`src/rtl/text_scanner_pkg.sv`:
```
// Shared constants, scan state encoding and the glyph pattern used by
// the text scanner and its character ROM.
package text_scanner_pkg;

   localparam int unsigned GLYPH_SIZE      = 8;
   localparam int unsigned CHARACTER_WIDTH = 7;

   typedef enum logic [1:0] {
      IDLE  = 2'd0,
      SCAN  = 2'd1,
      DRAIN = 2'd2
   } scan_state_t;

   // Synthetic font: one 8-dot row per (character, glyph row), MSB is the leftmost dot.
   function automatic logic [GLYPH_SIZE-1:0] glyph_row(
      input logic [CHARACTER_WIDTH-1:0] character,
      input logic [2:0]                 row
   );
      glyph_row = 8'({1'b0, character} * 8'd5 + {5'd0, row} * 8'd29);
   endfunction

endpackage

```
`src/rtl/text_scanner_character_rom.sv`:
```
// Character generator ROM: one dot per (character, x, y), registered,
// so the dot is valid the cycle after the address is presented.
module character_rom
   import text_scanner_pkg::*;
(
   input  logic                       clock,
   input  logic [2:0]                 x,
   input  logic [2:0]                 y,
   input  logic [CHARACTER_WIDTH-1:0] character,
   output logic                       dot
);

   logic [GLYPH_SIZE-1:0] row_bits;

   always_comb row_bits = glyph_row(character, y);

   // ~x selects from the MSB, so x = 0 is the leftmost dot.
   always_ff @(posedge clock) dot <= row_bits[~x];

endmodule

```
`src/rtl/text_scanner.sv`:
```
// Text-mode frame scanner: walks the screen in raster order, looks up each
// cell's character in the text RAM and streams glyph dots out via ready/valid.
module text_scanner
   import text_scanner_pkg::*;
#(
   parameter  int unsigned COLUMNS = 16,
   parameter  int unsigned ROWS    = 4,
   localparam int unsigned AW      = $clog2(COLUMNS * ROWS),
   localparam int unsigned XW      = $clog2(COLUMNS * GLYPH_SIZE),
   localparam int unsigned YW      = $clog2(ROWS * GLYPH_SIZE)
) (
   input  logic                       clock,
   input  logic                       reset,
   input  logic                       start,
   output logic                       busy,
   output logic                       done,
   input  logic                       write_enable,
   input  logic [AW-1:0]              write_address,
   input  logic [CHARACTER_WIDTH-1:0] write_character,
   output logic                       pixel_valid,
   input  logic                       pixel_ready,
   output logic                       pixel_dot,
   output logic [XW-1:0]              pixel_x,
   output logic [YW-1:0]              pixel_y,
   output logic                       pixel_last
);

   scan_state_t state, state_next;

   logic [CHARACTER_WIDTH-1:0] ram [COLUMNS*ROWS];
   logic [AW-1:0]              scan_addr;
   logic [XW-1:0]              cx;
   logic [YW-1:0]              cy;
   logic                       rom_dot;

   logic                       in_flight;
   logic [XW-1:0]              fl_x;
   logic [YW-1:0]              fl_y;
   logic                       fl_last;

   logic                       buf_dot  [2];
   logic [XW-1:0]              buf_x    [2];
   logic [YW-1:0]              buf_y    [2];
   logic                       buf_last [2];
   logic                       wr_ptr, rd_ptr;
   logic [1:0]                 count;

   logic                       pop, issue, last_coord;
   logic [2:0]                 pending;

   always_ff @(posedge clock) begin
      if (write_enable) ram[write_address] <= write_character;
   end

   always_comb begin
      scan_addr  = {cy[YW-1:3], cx[XW-1:3]};
      last_coord = (&cx) && (&cy);
      pop        = pixel_valid && pixel_ready;
      // Slots already committed after this cycle's pop; the ROM output is always captured.
      pending    = 3'(count) + 3'(in_flight) - 3'(pop);
      issue      = (state == SCAN) && (pending < 3'd2);
   end

   character_rom u_rom (
      .clock     (clock),
      .x         (cx[2:0]),
      .y         (cy[2:0]),
      .character (ram[scan_addr]),
      .dot       (rom_dot)
   );

   always_ff @(posedge clock) begin
      if (reset) begin
         state     <= IDLE;
         cx        <= '0;
         cy        <= '0;
         in_flight <= 1'b0;
         fl_x      <= '0;
         fl_y      <= '0;
         fl_last   <= 1'b0;
         wr_ptr    <= 1'b0;
         rd_ptr    <= 1'b0;
         count     <= '0;
      end else begin
         state     <= state_next;
         in_flight <= issue;
         if (issue) begin
            fl_x    <= cx;
            fl_y    <= cy;
            fl_last <= last_coord;
            cx      <= cx + 1'b1;
            if (&cx) cy <= cy + 1'b1;
         end
         if (in_flight) wr_ptr <= ~wr_ptr;
         if (pop)       rd_ptr <= ~rd_ptr;
         count <= count + 2'(in_flight) - 2'(pop);
      end
   end

   always_ff @(posedge clock) begin
      if (in_flight) begin
         buf_dot[wr_ptr]  <= rom_dot;
         buf_x[wr_ptr]    <= fl_x;
         buf_y[wr_ptr]    <= fl_y;
         buf_last[wr_ptr] <= fl_last;
      end
   end

   always_comb begin
      state_next = state;
      done       = 1'b0;
      busy       = (state != IDLE);
      unique case (state)
         IDLE:  if (start) state_next = SCAN;
         SCAN:  if (issue && last_coord) state_next = DRAIN;
         DRAIN: begin
            if ((count == 2'd0) && !in_flight) begin
               done       = 1'b1;
               state_next = IDLE;
            end
         end
         default: state_next = IDLE;
      endcase
   end

   always_comb begin
      pixel_valid = (count != 2'd0);
      pixel_dot   = pixel_valid && buf_dot[rd_ptr];
      pixel_x     = pixel_valid ? buf_x[rd_ptr] : '0;
      pixel_y     = pixel_valid ? buf_y[rd_ptr] : '0;
      pixel_last  = pixel_valid && buf_last[rd_ptr];
   end

endmodule

```
`config.mk`:
```
export PLATFORM = sky130hd
export DESIGN_NAME = text_scanner
export DESIGN_NICKNAME = d
export VERILOG_FILES = /design/src/rtl/text_scanner_pkg.sv /design/src/rtl/text_scanner_character_rom.sv /design/src/rtl/text_scanner.sv
export SDC_FILE = /design/constraint.sdc
export NUM_CORES = 1
export LEC_CHECK = 0
export CAP_MARGIN = 20
export CORE_MARGIN = 4
export CORE_UTILIZATION = 50
export DETAILED_ROUTE_END_ITERATION = 10
export PLACE_DENSITY = 0.67
export RECOVER_POWER = 25
export SKIP_CTS_REPAIR_TIMING = 1
export SLEW_MARGIN = 10
export SYNTH_ARGS = -nofsm -noshare
export SYNTH_HDL_FRONTEND = slang
export SYNTH_SLANG_ARGS = --single-unit
```
`constraint.sdc`:
```
create_clock -name clock -period 5.88 [get_ports clock]
set_input_delay 1.176 -clock clock [delete_from_list [all_inputs] [get_ports clock]]
set_output_delay 1.176 -clock clock [all_outputs]
set_load 0.1 [all_outputs]
```
## Word-level counts from Yosys, hierarchy flattened

Memories as Yosys holds them, arrays and structs flattened. A register that Yosys moved wholly into a read port is not among the register bits.
Index checks and enable logic that the tools add are counted.

- Bits in registers: 33
- Memory bits (writable): 476
- Input bits: 18
- Output and inout bits: 17
- Logic and storage cells: 73
- Memories kept: 5

- Add/sub/neg operators: 7
- Multiply operators: 2
- $lt $le $gt $ge: 2
- Equality and inequality tests: 5
- Multiplexer cells: 22
- Bitwise operators: 3
- Reductions and logical operators: 16

Memories:

| memory | depth | bits a word | rd ports | clocked after memory_dff | wr ports | line | RTL |
|---|---|---|---|---|---|---|---|
| ram | 64 | 7 | 1 | 0 | 1 | text_scanner.sv:30 | `logic [CHARACTER_WIDTH-1:0] ram [COLUMNS*ROWS];` |
| buf_x | 2 | 7 | 1 | 1 | 1 | text_scanner.sv:42 | `logic [XW-1:0] buf_x [2];` |
| buf_y | 2 | 5 | 1 | 1 | 1 | text_scanner.sv:43 | `logic [YW-1:0] buf_y [2];` |
| buf_dot | 2 | 1 | 1 | 1 | 1 | text_scanner.sv:41 | `logic buf_dot [2];` |
| buf_last | 2 | 1 | 1 | 1 | 1 | text_scanner.sv:44 | `logic buf_last [2];` |

Operators by type and width:

| kind | count |
|---|---|
| 1-bit two-way mux | 15 |
| 8-bit adder | 1 |
| 3-bit by 5-bit multiplier with 8-bit output, second input constant | 1 |
| 7-bit by 3-bit multiplier with 8-bit output, second input constant | 1 |
| 8-bit AND reduction | 1 |
| 7-bit by 1-bit adder with 7-bit output, second input constant | 1 |
| 1-bit logical AND | 7 |
| 7-bit two-way mux | 1 |
| 7-bit AND reduction | 1 |
| 2-bit two-way mux | 3 |
| 2-bit case mux with 3 select lines | 1 |
| 5-bit by 1-bit adder with 5-bit output, second input constant | 1 |
| 5-bit two-way mux | 1 |
| 5-bit AND reduction | 1 |
| 2-bit zero test | 2 |
| 3-bit by 4-bit < comparator with 1-bit output, second input constant | 1 |
| 2-bit inequality test, second input constant | 2 |
| 2-bit nonzero test | 2 |
| 2-bit by 1-bit adder with 3-bit output | 1 |
| 1-bit binary-select mux with 3-bit select | 1 |
| 3-bit by 2-bit < comparator with 1-bit output, second input constant | 1 |
| 3-bit inverter | 1 |
| 3-bit AND reduction | 1 |
| 3-bit by 1-bit subtractor with 3-bit output | 1 |
| 7 further kinds | 8 |

## Longest topological paths before layout

Gate-level depths: netlist of the first run.

- Depth in word-level cells: 8
- Depth in mapped cells: 20
- Gate-level depth less buffers: 17

## Hierarchy

A second synthesis of the first run with hierarchy kept.

- Cell total of the unflattened synthesis: 1,167
- Area total of the unflattened synthesis: 20,875.0 um2

Modules (own cells, without submodules):

| module | instances | cells each | area an instance (um2) | sequential area each (um2) |
|---|---|---|---|---|
| text_scanner | 1 | 1,080 | 20,096.8 | 14,954.3 |
| character_rom | 1 | 87 | 778.2 | 20.0 |

## Worst setup path before layout of the first run

Ideal clock, no wire load.

- Kind: register to register
- Start: reg cx[3]
- End: reg u_rom.dot
- Setup time: 0.087 ns
- Data arrival time: 5.032 ns
- Required time: 5.793 ns
- Setup slack: 0.761 ns
- Cell stages (with the launch flop): 19
- Buffers on the path: 3
- Period minus slack after synthesis: 5.119 ns
- Cells stage by stage: dfxtp_1 > clkbuf_1 > buf_6 > buf_6 > mux4_2 > mux4_2 > mux4_2 > ha_1 > inv_1 > fa_1 > inv_1 > fa_1 > fa_1 > a21o_1 > a21oi_1 > xor2_1 > o211a_1 > o31a_1 > o31ai_1

- Word-level cells in the longest chain between the ends: 5

Ends and longest elaborated chain:

| element | line | RTL |
|---|---|---|
| start, declared | text_scanner.sv:32 | `logic [XW-1:0] cx;` |
| start signal, assigned | text_scanner.sv:91 | `cx <= cx + 1'b1;` |
| memory read 64 x 7 bit | -- |  |
| 7-bit by 3-bit multiplier with 8-bit output | text_scanner_pkg.sv:19 | `glyph_row = 8'({1'b0, character} * 8'd5 + {5'd0, row} * 8'd29);` |
| 8-bit adder | text_scanner_pkg.sv:19 |  |
| 1-bit binary-select mux with 3-bit select | text_scanner_character_rom.sv:18 | `always_ff @(posedge clock) dot <= row_bits[~x];` |
| 1-bit two-way mux (not written as such) | text_scanner_character_rom.sv:18 |  |
| end signal, assigned | text_scanner_character_rom.sv:18 |  |
| end, declared | text_scanner_character_rom.sv:10 | `output logic dot` |

No other way between the ends. The select of a mux whose other input is x is not followed.
A chain may end at the register's enable or synchronous reset.

## Worst setup path after layout of the first run

Same ends and word-level chain as after synthesis.

==> flow_summary.yaml, run 1 <==
cts:
  clock_insertion_delay_worst_skew_ps: 570
  cts_max_path_buffers: 3
  root_buffer: "clkbuf_16"
  cts_made_buffers: 49
  path_clk_slew_ps: 60
  tritoncts: "done"
  cts_sinks: 510
  cts_max_level: 2
floorplanning:
  die_h_microns: 211
  io_pins: 35
  die_w_microns: 211
  die_area_sq_um: 44400
  core_area_sq_um: 40700
  rows: 74
  initial_core_util: 0.505
sta:
  tightest_slew_ps: 2980
  rsz0062_at_grt: "false"
  slew_viol_final: 201
  finalHoldViolCount: 0
  worst_clock_skew_ps: 13.4
  relSlewSlack: -0.985
  setup_viol: 0
  finalSetupTns_ps: 0
  fmax_mhz: 182
  setup_ws_ps: 377
  period_needed_ps: 5500
  post-route-period-util: 0.936
layout:
  drive_gt1_frac: 0.218
  final_nets: 1169
  postLayoutCellArea_sq_um: 23200
  num_antenna_cells: 0
  area_growth_pct: 12.6
  n_fill_cell: 3016
setup_path:
  crit_chain: "buf_12 -> buf_4 -> mux4_2 -> mux4_2 -> mux4_2 -> ha_1 -> fa_1 -> inv_1 -> fa_1 -> inv_1 -> ha_1 -> a21o_1 -> a21oi_1 -> xor2_1 -> o211a_1 -> o31a_1 -> o31ai_1"
  cp.buffers_inverters: 4
  cp.required_ps: 6370
  crit_path_top_delay_cell: "dfxtp_4"
  critical_path_peak_fanout: 21
  worstSetupStartpointType: "flop"
  cp-end-kind: "flop"
  crit_top_cell: "mux4_2"
  critical_path_arrival_ps: 5990
  critPathTopFamily: "adder cells"
  criticalPathCategory: "reg2reg"
  crit_path_max_incr_delay_ps: 590
grt:
  grt_use_total: 0.198
  grt_pass1_vias: 10100
  grt_first_pass_wirelength_microns: 65200
  grt_max_degree: 65
  grt_overflow_total: 0
  grt-busiest-layer: "met2"
  grt_use_met2: 0.326
  antenna_found_initial: 3
  grtUsageMet3: 0.0321
  met1_usage: 0.282
status:
  failed_checks: "capacitance limit, slew limit"
  status: "finished with violations"
placed_design:
  portBuffers: 34
  place_area_sq_um: 21600
  hpwl_microns: 27100
  place_ws_ps: 371
  globalplace.congestion: 0.804
pwr:
  cellLeakagePower_nw: 7.23
  ir_drop_mv: 0.239
  total_power_mw: 7.89
  pwr_density_cell_nw_per_um2: 341
yosys:
  netlist_area_sq_um: 20600
  syn_inst: 1053
  synth_top_area_frac: 0.695
  synth-warning-count: 0
  synth_top_area_cell: "edfxtp_1"
  ys_seq_area_frac: 0.728
  synth_cell_type_count: 42
  syn-num-nets: 1105
  synthTopCellsByArea: "edfxtp_1 69%, mux4_2 15%, dfxtp_1 3.3%"
  synth-seq-cells: 510
  avgSynthCellArea_sq_um: 19.5
detailed_routing:
  via_per_inst: 5.91
  drtAntennaViolNets: 0
  via_count: 9950
  remaining_drc_errors: 0
  first_pass_iters: 5
  wirelength_microns: 43000
  drt-wirelength-per-cell_microns: 25.5
  drt_iter0_markers: 931
flow_run:
  maxCapViolCount: 4
min_path:
  min_path_type: "reg2reg"
-- stage by stage --
stage / hold slack [ps] / std cells / util
after CTS: 439 / 1681 / 0.568
after global routing: 450 / 1685 / 0.568
final: 442 / 1685 / 0.568
after floorplan: 404 / 1053 / -
after global placement: 422 / 1592 / 0.530
after detailed placement: 426 / 1594 / 0.530
-- worst reg2reg max path, stage by stage, from the launching register on --
cell     delay [ps]
dfxtp_4         590
buf_12          280
buf_4           280
mux4_2          530
mux4_2          490
mux4_2          490
ha_1            320
fa_1            550
inv_1            50
fa_1            470
inv_1            40
ha_1            340
a21o_1          200
a21oi_1         170
xor2_1           80
o211a_1         200
o31a_1          270
o31ai_1          60
-- path summary, 6_finish.rpt --
| kind | slack [ps] | to | cells past startpoint | start |
|---|---|---|---|---|
| setup / recovery | 380 | u_rom.dot | 17 | cx[3] |
| hold / removal | 440 | buf_dot[1] | 0 | u_rom.dot |
| setup reg to reg | 380 | u_rom.dot | 17 | cx[3] |
| hold reg to reg | 440 | buf_dot[1] | 0 | u_rom.dot |
-- cells in the mapped netlist --
cell type and count:
a2111oi_0 1, a211oi_1 2, a21o_1 2, a21oi_1 15
a221oi_1 1, a22oi_1 6, a41o_1 1, and2_1 4
and3_1 3, buf_1 10, buf_2 8, buf_6 6
clkbuf_1 35, dfxtp_1 34, edfxtp_1 476, fa_1 10
ha_1 24, inv_1 27, mux2_2 1, mux2i_1 43
mux4_2 134, nand2_1 19, nand2b_1 5, nand3_1 12
nand3b_1 2, nand4_1 4, nand4b_1 2, nor2_1 107
nor2b_1 12, nor3_1 10, nor3b_1 1, nor4b_2 1
o211a_1 1, o21ai_0 7, o21bai_1 1, o31a_1 1
o31ai_1 2, or2_2 1, or3_1 4, or3b_2 2
xnor2_1 9, xor2_1 7
-- metal layers --
metal  share of wire  up-vias
met2            0.50      356
li1                -     4327
met1            0.41     5200
met5         0.00063        -
met3           0.066       63
met4           0.022        4
-- cells in the final DEF (no fill, tap or decap), types with 12 or more instances in the layout --
| cell | count |
|---|---|
| edfxtp_1 | 476 |
| mux4_2 | 134 |
| nor2_1 | 107 |
| clkbuf_16 | 51 |
| mux2i_1 | 43 |
| dfxtp_1 | 30 |
| inv_1 | 27 |
| clkdlybuf4s50_1 | 27 |
| buf_4 | 25 |
| ha_1 | 24 |
| nand2_1 | 19 |
| clkbuf_1 | 18 |
| a21oi_1 | 15 |
| clkinv_2 | 14 |
| nor2b_1 | 12 |
| nand3_1 | 12 |
-- cell families (layout without fill, tap and decap cells) --
group,Yosys count,count (layout),synth area share
flip-flops,510,510,0.728
adder cells (fa/ha/maj),34,34,0.0243
XOR/XNOR,16,16,0.00681
AO/OA/AOI/OAI,40,40,0.0123
buffers and inverters,86,186,0.0184
multiplexers,178,178,0.168
AND/OR/NAND/NOR,189,189,0.0419
-- where the power goes --
part | switching (mW) | internal, mW | total, mW | leakage (nW)
logic | 0.557 | 0.200 | 0.757 | 1.91
clock network | 1.30 | 1.76 | 3.05 | 0.770
registers | 0.0485 | 4.03 | 4.08 | 4.55
total | 1.90 | 5.99 | 7.89 | 7.23
-- flip-flops by register name, summed over array words and instances, names as in the netlist, named ones only --
register	flops
rd_ptr	1
buf_last	2
ram	448
fl_last	1
fl_y	5
buf_dot	2
u_rom.dot	1
state	2
wr_ptr	1
buf_y	10
fl_x	7
count	2
in_flight	1
cy	5
buf_x	14
cx	7
-- layout make-up --
cell class	instances	area, sq um	share of cell area
clock inverter	26	230	0.00994
inverter	27	101	0.00438
sequential	510	15000	0.647
clock buffer	61	1310	0.0567
multi-input combinational	457	5220	0.225
tap	532	666	0.0287
timing repair buffer	72	648	0.0280
Power figures use the tool's default switching activity.
==> run 2: changes to the inputs <==
- CORE_MARGIN: 4 -> 2
- CORE_UTILIZATION: 50 -> 62
- PLACE_DENSITY: 0.67 -> 0.8
==> run 2 against run 1 <==
Against the previous run: the flow still finishes with violations (capacitance limit, slew limit); via count rose by 4.7%; count of clock-buffer cells in the layout did not move; clock skew fell by 4.4 ps; first-iteration DRC count rose by 49%; total power rose by 3.0%; register-to-register slack got worse by 60 ps; sequential cell count did not move; combinational power rose by 2%; maximum frequency fell by 1.1%; critical path depth fell by 1.
==> flow_summary.yaml, run 2 (same netlist as run 1, synthesis figures left out) <==
status:
  status: "finished with violations"
  failed_checks: "capacitance limit, slew limit"
min_path:
  whs_endpoint: "buf_dot[0]"
  hold_depth: 0
  hold_start: "u_rom.dot"
  min_path_type: "reg2reg"
grt:
  antenna_found_initial: 1
  grt_use_total: 0.269
  grt_overflow_total: 0
  grt_pass1_vias: 10600
  grt_max_degree: 65
  grt_first_pass_wirelength_microns: 66800
setup_path:
  reg2reg_depth: 16
  cp.required_ps: 6350
  critical_path_peak_fanout: 32
  reg2reg_slack_ps: 310
  worstSetupStartpointType: "flop"
  r2r-start: "cx[4]"
  criticalPathCategory: "reg2reg"
  critical_path_arrival_ps: 6030
  r2r_end: "u_rom.dot"
  cp-end-kind: "flop"
detailed_routing:
  drtAntennaViolNets: 0
  drt-wirelength-per-cell_microns: 28.3
  wirelength_microns: 45000
  first_pass_iters: 7
  via_count: 10400
  remaining_drc_errors: 0
  via_per_inst: 6.55
  drt_iter0_markers: 1391
sta:
  finalHoldViolCount: 0
  setup_viol: 0
  finalSetupTns_ps: 0
  period_needed_ps: 5570
  relSlewSlack: -0.523
  setup_ws_ps: 314
  post-route-period-util: 0.947
  tightest_slew_ps: 2280
  worst_clock_skew_ps: 8.94
  fmax_mhz: 180
  slew_viol_final: 136
  rsz0062_at_grt: "false"
cts:
  cts_sinks: 510
  cts_made_buffers: 49
  clock_insertion_delay_worst_skew_ps: 560
  tritoncts: "done"
  cts_max_path_buffers: 3
  cts_max_level: 2
  root_buffer: "clkbuf_16"
  path_clk_slew_ps: 60
layout:
  area_growth_pct: 12.9
  drive_gt1_frac: 0.218
  n_fill_cell: 1864
  top_register: "ram"
  mostFrequentLayoutCell: "edfxtp_1"
  layout_common_cells: "476 x edfxtp_1, 134 x mux4_2, 107 x nor2_1"
  largest_reg_flops: 448
  reg_top3: "ram (448), buf_x (14), buf_y (10)"
  final_nets: 1161
  finalNonFillerCells: 1591
pwr:
  pwr-share-comb: 0.095
  ir_drop_mv: 0.467
  total_power_mw: 8.13
  switchingPower_mw: 1.95
  seq_power_share: 0.502
  cellLeakagePower_nw: 7.27
  pwr_density_cell_nw_per_um2: 350
  internal_power_mw: 6.18
  clkPwrFrac: 0.404
  switching_share: 0.240
placed_design:
  place_ws_ps: 393
  globalplace.congestion: 0.807
  portBuffers: 34
  dp_cells: 1493
  hpwl_microns: 26600
floorplanning:
  die_area_sq_um: 34600
  die_w_microns: 186
  die_h_microns: 186
  rows: 66
  initial_core_util: 0.631
  io_pins: 35
  core_area_sq_um: 32600
flow_run:
  maxCapViolCount: 4
[run 2: cell count changes in the layout (fill, tap and decap cells not counted), sizes merged]
cell,previous run,this run
clkinv,21,20
clkinvlp,0,2
bufinv,4,6
diode,0,1
buf,37,29
[run 2: layer usage]
metal	vias up	GRT usage	wire, microns	share of wire
met1	5408	0.358	17000	0.38
met4	0	0.0983	1500	0.033
met2	583	0.450	23100	0.51
li1	4313	-	-	-
met5	-	0	0	0
met3	111	0.0535	3370	0.075
[run 2: metrics by stage]
step	utilization	hold WS (ps)	area [sq um]
2_1_floorplan	-	404	20600
3_3_place_gp	0.656	416	21400
3_5_place_dp	0.656	422	21400
4_1_cts	0.709	437	23100
5_1_grt	0.712	441	23200
6_report	0.712	439	23200
[run 2: area by class of cell]
type	instances	area, sq um	share of cell area
Sequential cell	510	15000	0.646
Inverter	27	101	0.00437
Timing Repair Buffer	64	646	0.0278
Antenna cell	1	2.50	0.000108
Clock inverter	29	308	0.0133
Multi-Input combinational cell	457	5220	0.225
Clock buffer	61	1400	0.0602
Tap cell	442	553	0.0238
[run 2: power by group through the flow]
| stage | logic, mW | clock network (mW) | registers (mW) |
|---|---|---|---|
| floorplan | 0.582 | 0 | 4.13 |
| global placement | 0.738 | 0 | 4.15 |
| detailed placement | 0.757 | 0 | 4.16 |
| CTS | 0.765 | 3.30 | 4.08 |
| global route | 0.816 | 3.43 | 4.08 |
| finish | 0.770 | 3.28 | 4.08 |
[run 2: worst max path at each step]
stage | startpoint | endpoint | cells after the start | slack [ps]
finish | cx[4] | u_rom.dot | 16 | 310
CTS | cx[3] | u_rom.dot | 16 | 320
detailed placement | cx[4] | u_rom.dot | 16 | 390
global placement | cx[4] | u_rom.dot | 16 | 460
floorplan | cx[3] | u_rom.dot | 18 | 760
global route | cx[4] | u_rom.dot | 16 | 150
[run 2: critical path, stage by stage (launching register included)]
cell	delay, ps
dfxtp_4	680
buf_4	380
mux4_2	350
mux4_2	520
mux4_2	520
ha_1	310
inv_1	60
fa_1	540
inv_1	60
fa_1	520
fa_1	470
a21o_1	180
a21oi_1	170
xor2_1	80
o211a_1	210
o31a_1	280
o31ai_1	70
